### src/rtl/bpsk_pkg.sv
// Shared definitions for the coherent BPSK demodulator: offset-binary helpers
// and the symbol FSM state encoding.
package bpsk_pkg;

   localparam int OFFSET_BIN_MID = 127;
   // Widest sample the conversion helper accepts; callers size-cast into it.
   localparam int OB_MAX_W       = 16;

   typedef enum logic [1:0] {
      IDLE = 2'd0,
      ACC  = 2'd1,
      DUMP = 2'd2
   } state_t;

   // Offset-binary to two's complement: one extra bit so 0..2^W-1 maps around midscale.
   function automatic logic signed [OB_MAX_W:0] ob2s(input logic [OB_MAX_W-1:0] x);
      return $signed({1'b0, x}) - $signed((OB_MAX_W+1)'(OFFSET_BIN_MID));
   endfunction

endpackage

### src/rtl/bpsk_mac.sv
// Front half of the demodulator pipeline: offset removal (S1) and signed
// sample*carrier product (S2); valid and symbol-align flags travel with the data.
module bpsk_mac
   import bpsk_pkg::*;
#(
   parameter int DW = 8
) (
   input  logic                   clk,
   input  logic                   rst,
   input  logic                   en,
   input  logic [DW-1:0]          sample_in,
   input  logic [DW-1:0]          carrier_in,
   input  logic                   sample_valid,
   input  logic                   sym_align,
   output logic signed [2*DW+1:0] prod,
   output logic                   prod_valid,
   output logic                   prod_align
);

   logic signed [OB_MAX_W:0] s_full;
   logic signed [OB_MAX_W:0] c_full;
   logic signed [DW:0]       s1_s;
   logic signed [DW:0]       s1_c;
   logic                     s1_valid;
   logic                     s1_align;

   assign s_full = ob2s(OB_MAX_W'(sample_in));
   assign c_full = ob2s(OB_MAX_W'(carrier_in));

   // Dropping en clears the in-flight valids so a flushed sample never reaches the accumulator.
   always_ff @(posedge clk) begin
      if (rst) begin
         s1_s       <= '0;
         s1_c       <= '0;
         s1_valid   <= 1'b0;
         s1_align   <= 1'b0;
         prod       <= '0;
         prod_valid <= 1'b0;
         prod_align <= 1'b0;
      end else begin
         s1_s       <= s_full[DW:0];
         s1_c       <= c_full[DW:0];
         s1_valid   <= en & sample_valid;
         s1_align   <= en & sample_valid & sym_align;
         prod       <= (2*DW+2)'(s1_s) * (2*DW+2)'(s1_c);
         prod_valid <= en & s1_valid;
         prod_align <= en & s1_align;
      end
   end

endmodule

### src/rtl/bpsk_demod.sv
// Coherent BPSK receiver: integrates sample*carrier over SPS valid samples and
// emits one hard decision plus the raw correlation per symbol.
module bpsk_demod
   import bpsk_pkg::*;
#(
   parameter int SPS   = 100,
   parameter int DW    = 8,
   parameter int ACC_W = 32
) (
   input  logic                    clk,
   input  logic                    rst,
   input  logic                    en,
   input  logic [DW-1:0]           sample_in,
   input  logic                    sample_valid,
   input  logic [DW-1:0]           carrier_in,
   input  logic                    sym_align,
   output logic                    bit_out,
   output logic                    bit_valid,
   output logic signed [ACC_W-1:0] corr_out,
   output state_t                  fsm_state
);

   localparam int              CNT_W    = 16;
   localparam logic [CNT_W-1:0] LAST_CNT = CNT_W'(SPS - 1);

   logic signed [2*DW+1:0]  prod;
   logic                    prod_valid;
   logic                    prod_align;
   logic signed [ACC_W-1:0] acc;
   logic signed [ACC_W-1:0] p_ext;
   logic signed [ACC_W-1:0] acc_sum;
   logic [CNT_W-1:0]        sym_cnt;
   logic                    sym_end;
   state_t                  state;
   state_t                  state_nxt;

   bpsk_mac #(.DW(DW)) u_mac (
      .clk          (clk),
      .rst          (rst),
      .en           (en),
      .sample_in    (sample_in),
      .carrier_in   (carrier_in),
      .sample_valid (sample_valid),
      .sym_align    (sym_align),
      .prod         (prod),
      .prod_valid   (prod_valid),
      .prod_align   (prod_align)
   );

   assign p_ext     = ACC_W'(prod);
   assign acc_sum   = acc + p_ext;
   // An aligned product always starts a symbol, even if it lands on the closing count.
   assign sym_end   = prod_valid & ~prod_align & (sym_cnt == LAST_CNT);
   assign fsm_state = state;

   always_ff @(posedge clk) begin
      if (rst) state <= IDLE;
      else     state <= state_nxt;
   end

   always_comb begin
      state_nxt = state;
      if (!en) begin
         state_nxt = IDLE;
      end else begin
         case (state)
            IDLE:    state_nxt = ACC;
            ACC:     if (sym_end) state_nxt = DUMP;
            DUMP:    state_nxt = ACC;
            default: state_nxt = IDLE;
         endcase
      end
   end

   // DUMP is only the strobe cycle; accumulation of the next symbol never stalls.
   always_ff @(posedge clk) begin
      if (rst) begin
         acc       <= '0;
         sym_cnt   <= '0;
         bit_out   <= 1'b0;
         bit_valid <= 1'b0;
         corr_out  <= '0;
      end else begin
         bit_valid <= 1'b0;
         if (!en) begin
            acc     <= '0;
            sym_cnt <= '0;
         end else if (prod_valid) begin
            if (prod_align) begin
               acc     <= p_ext;
               sym_cnt <= CNT_W'(1);
            end else if (sym_end) begin
               corr_out  <= acc_sum;
               bit_out   <= ~acc_sum[ACC_W-1] & (acc_sum != '0);
               bit_valid <= 1'b1;
               acc       <= '0;
               sym_cnt   <= '0;
            end else begin
               acc     <= acc_sum;
               sym_cnt <= sym_cnt + CNT_W'(1);
            end
         end
      end
   end

endmodule

### config.mk
export PLATFORM = sky130hd
export DESIGN_NAME = bpsk_demod
export DESIGN_NICKNAME = d
export VERILOG_FILES = /design/src/rtl/bpsk_pkg.sv /design/src/rtl/bpsk_mac.sv /design/src/rtl/bpsk_demod.sv
export SDC_FILE = /design/constraint.sdc
export NUM_CORES = 1
export LEC_CHECK = 0
export CORE_UTILIZATION = 63
export CTS_BUF_LIST = sky130_fd_sc_hd__clkbuf_4
export DETAILED_ROUTE_END_ITERATION = 6
export GPL_TIMING_DRIVEN = 0
export MAX_ROUTING_LAYER = met4
export PLACE_DENSITY = 0.84
export SYNTH_ARGS = -nofsm -noshare
export SYNTH_HDL_FRONTEND = slang
export SYNTH_SLANG_ARGS = --single-unit
### constraint.sdc
create_clock -name clk -period 6 [get_ports clk]
set_input_delay 0.6 -clock clk [delete_from_list [all_inputs] [get_ports clk]]
set_output_delay 0.6 -clock clk [all_outputs]
set_load 0.02 [all_outputs]
==> metrics.txt <==
status=finished clean; Data required, critical path=6430 ps; Initial Util=65.49%; DRC Markers=0; most used cell along the critical path=fa_1; worst hold path type=flop to flop; Sum Neg Setup Slack=0 ps; Max FO, Critical Path=9; PD cells=218.8 mW/mm^2; most frequent cells in the layout=136 x nand2_1, 124 x dfxtp_1, 119 x nor2_1, 93 x a21oi_1, 85 x inv_1; die area=0.01584 mm^2; Layout area overhead=10.99%; syn nets=1329; CTS Hold Bufs=0; worst setup margin=413.6 ps; fin crit share=93.11%; maximum vdd drop=0.1193 mV; Max-cap violations=0; Vias/cell=5.971; Layout Utilization=72.69%; async set-reset flop share out of synthesis=0%; Crit-path slowest cell=fa_1; final hold viol count=0; Synth top area share=25.69%; # Post-CTS Setup Buffers=0; Num CTS Buffers=17; chip width=125.8 um; area occupied by multi-input gates=0.006638 mm^2; Fill cells=1141; hold_sp=u_mac.s1_valid$_SDFF_PP0_; average cell area after synthesis=8.294 um^2; first-pass GRT wire length=40230 um; endpoint class of the critical path=flop; number of antenna violations at the first check in global routing=1; relative slew slack=30.09%; post-synthesis sequential area ratio=25.69%; gr ovfl total=0; Leakage=4.549 nW; area leader, netlist=dfxtp_1; ys flop type=dfxtp_1; number of global-route vias before repair=8447; share of layout cells above drive strength 1=4.952%; total core area=0.01475 mm^2; endpoint of the worst register-to-register path=u_mac.prod[17]$_SDFF_PP0_; drt wl/cell=16.89 um; Netlist cell types=74; Ports=57; Synth Cell Area=0.009663 mm^2; Worst Path Arrival=6020 ps; CTS root buffer=clkbuf_4; final WL=24260 um; RSZ-0062 raised after global routing=no; Detail Placement HPWL=19320 um; Hold EP=u_mac.prod_valid$_SDFF_PP0_; Post-Place Setup Slack=372.7 ps; ANT nets after route=0; critical path's largest stage delay=550 ps; clock skew=26.45 ps; TritonCTS clock tree=done; Clock Pin Slew Worst Setup and Hold Paths=120 ps; crit path kind=flop to flop; clock sinks=124; minimum clock period=5586 ps; synth warn=0; Worst R2R Setup Slack=410 ps; Startpoint Class=flop; register area=0.002482 mm^2; port buffer count=55; R2R cell count=22; Longest Clk Path Bufs=2; global-route usage over all layers=33.10%; leading cell type in the layout, fill and taps excluded=nand2_1; WHS=441.8 ps; final number of max-transition violations=0; First-pass DRT Iterations=5; GP Congestion=0.9683; synth top area cells=dfxtp_1 26%, fa_1 15%, ha_1 9.3%; Max Clk Rate=179.0 MHz; Synth Instances=1165; largest net degree at the start of global routing=17; Post-CTS Resized=0; Post-synth EDFFs=0; total power=2.347 mW; DRT iter0 DRCs=618; Hold Crit Depth=1; cells along the critical path=clkbuf_1 -> nand2_1 -> fa_1 -> inv_1 -> fa_1 -> ha_1 -> inv_1 -> fa_1 -> inv_1 -> ha_1 -> ha_1 -> fa_1 -> a21o_1 -> a21oi_1 -> o21bai_1 -> a21oi_1 -> nor2b_1 -> o21a_1 -> o31a_1 -> o41ai_1 -> xnor2_1 -> nor2_1; H-tree depth=4; reg2reg start=u_mac.s1_c[2]$_SDFF_PP0_; die height=125.8 um; later-pin clock latency in the skew report=560 ps; Via Count=8581; Rows=44; Synth Register Bits=124; actual slew at the worst max-slew pin=1036 ps; Final Net Count=1403; setup violators final=0
[area by class of cell]
cell class              count  share of cell area (%)
plain buffers              55                   2.088
repair buffers             55                   5.133
flip-flops and latches    124                   23.15
well taps                 184                   2.147
diodes                      1                 0.02333
multi-input cells         901                   61.89
inverters                  85                   2.975
clock buffers              18                   1.260
clock inverters            14                   1.342
[critical path: cells and delay by family (launching register included)]
kind | cells | cell delay, ps
XOR/XNOR | 1 | 190
AND/OR/NAND/NOR | 3 | 290
AO/OA/AOI/OAI | 7 | 1470
adder cells (fa/ha/maj) | 7 | 2760
flip-flops | 1 | 320
buffers and inverters | 4 | 450
[per-layer routing]
metal / vias to the layer above / GRT usage (%) / wire (um)
li1: 4180 / - / -
met1: 4084 / 37.35 / 9996
met2: 260 / 59.02 / 12320
met3: 57 / 5.353 / 1168
met4: 0 / 12.19 / 775
met5: - / - / 0
[cells by family after synthesis]
logic type,synth area share [%]
buffers and inverters,5.620
XOR/XNOR,3.807
multiplexers,0.4402
adder cells (fa/ha/maj),24.03
flip-flops,25.69
AND/OR/NAND/NOR,22.67
AO/OA/AOI/OAI,17.74
[cells in the mapped netlist (all sizes together) (3+ instances only)]
cell type and instances:
nand2 136, dfxtp 124, nor2 119, a21oi 96
inv 85, ha 72, fa 71, o21ai 50
and2 46, clkbuf 41, nor3 34, xnor2 28
nor2b 23, nand3 19, a21o 17, a221oi 17
buf 14, xor2 14, or3 12, a211oi 10
a311oi 10, and4 10, a31oi 9, and3 9
nand4 9, o21a 9, nand2b 7, or2 7
o21bai 6, nor4 5, or4 5, nor3b 4
o211ai 4, o311a 4, a2111oi 3, o41ai 3
[flip-flops by register name, summed over array words and instances (netlist names)]
register / count
corr_out: 32
u_mac.s1_align: 1
u_mac.prod: 18
bit_out: 1
fsm_state: 2
u_mac.prod_valid: 1
sym_cnt: 16
u_mac.s1_valid: 1
u_mac.prod_align: 1
acc: 32
u_mac.s1_c: 9
u_mac.s1_s: 9
bit_valid: 1
[where the power goes]
group | leakage [nW] | switching [mW] | internal, mW
combinational | 3.40 | 0.511 | 0.336
clock | 0.144 | 0.336 | 0.252
sequential | 1.01 | 0.0482 | 0.864
total | 4.55 | 0.895 | 1.45
[worst max-delay path by stage]
stage,depth (start not counted),end,from,slack (ps)
6_report,22,u_mac.prod[17]$_SDFF_PP0_,u_mac.s1_c[2]$_SDFF_PP0_,410
5_1_grt,22,u_mac.prod[17]$_SDFF_PP0_,u_mac.s1_c[2]$_SDFF_PP0_,100
4_1_cts,22,u_mac.prod[17]$_SDFF_PP0_,u_mac.s1_c[2]$_SDFF_PP0_,380
3_5_place_dp,21,u_mac.prod[17]$_SDFF_PP0_,u_mac.s1_s[5]$_SDFF_PP0_,370
3_3_place_gp,22,u_mac.prod[17]$_SDFF_PP0_,u_mac.s1_c[2]$_SDFF_PP0_,470
2_1_floorplan,22,u_mac.prod[17]$_SDFF_PP0_,u_mac.s1_c[2]$_SDFF_PP0_,920
[metrics by stage]
| stage | area (um^2) | cells |
|---|---|---|
| 2_1_floorplan | 9663 | 1165 |
| 3_3_place_gp | 10440 | 1404 |
| 3_5_place_dp | 10440 | 1404 |
| 4_1_cts | 10720 | 1436 |
| 5_1_grt | 10730 | 1437 |
| 6_report | 10730 | 1437 |
Note: power is estimated with default switching activity, not from simulation.
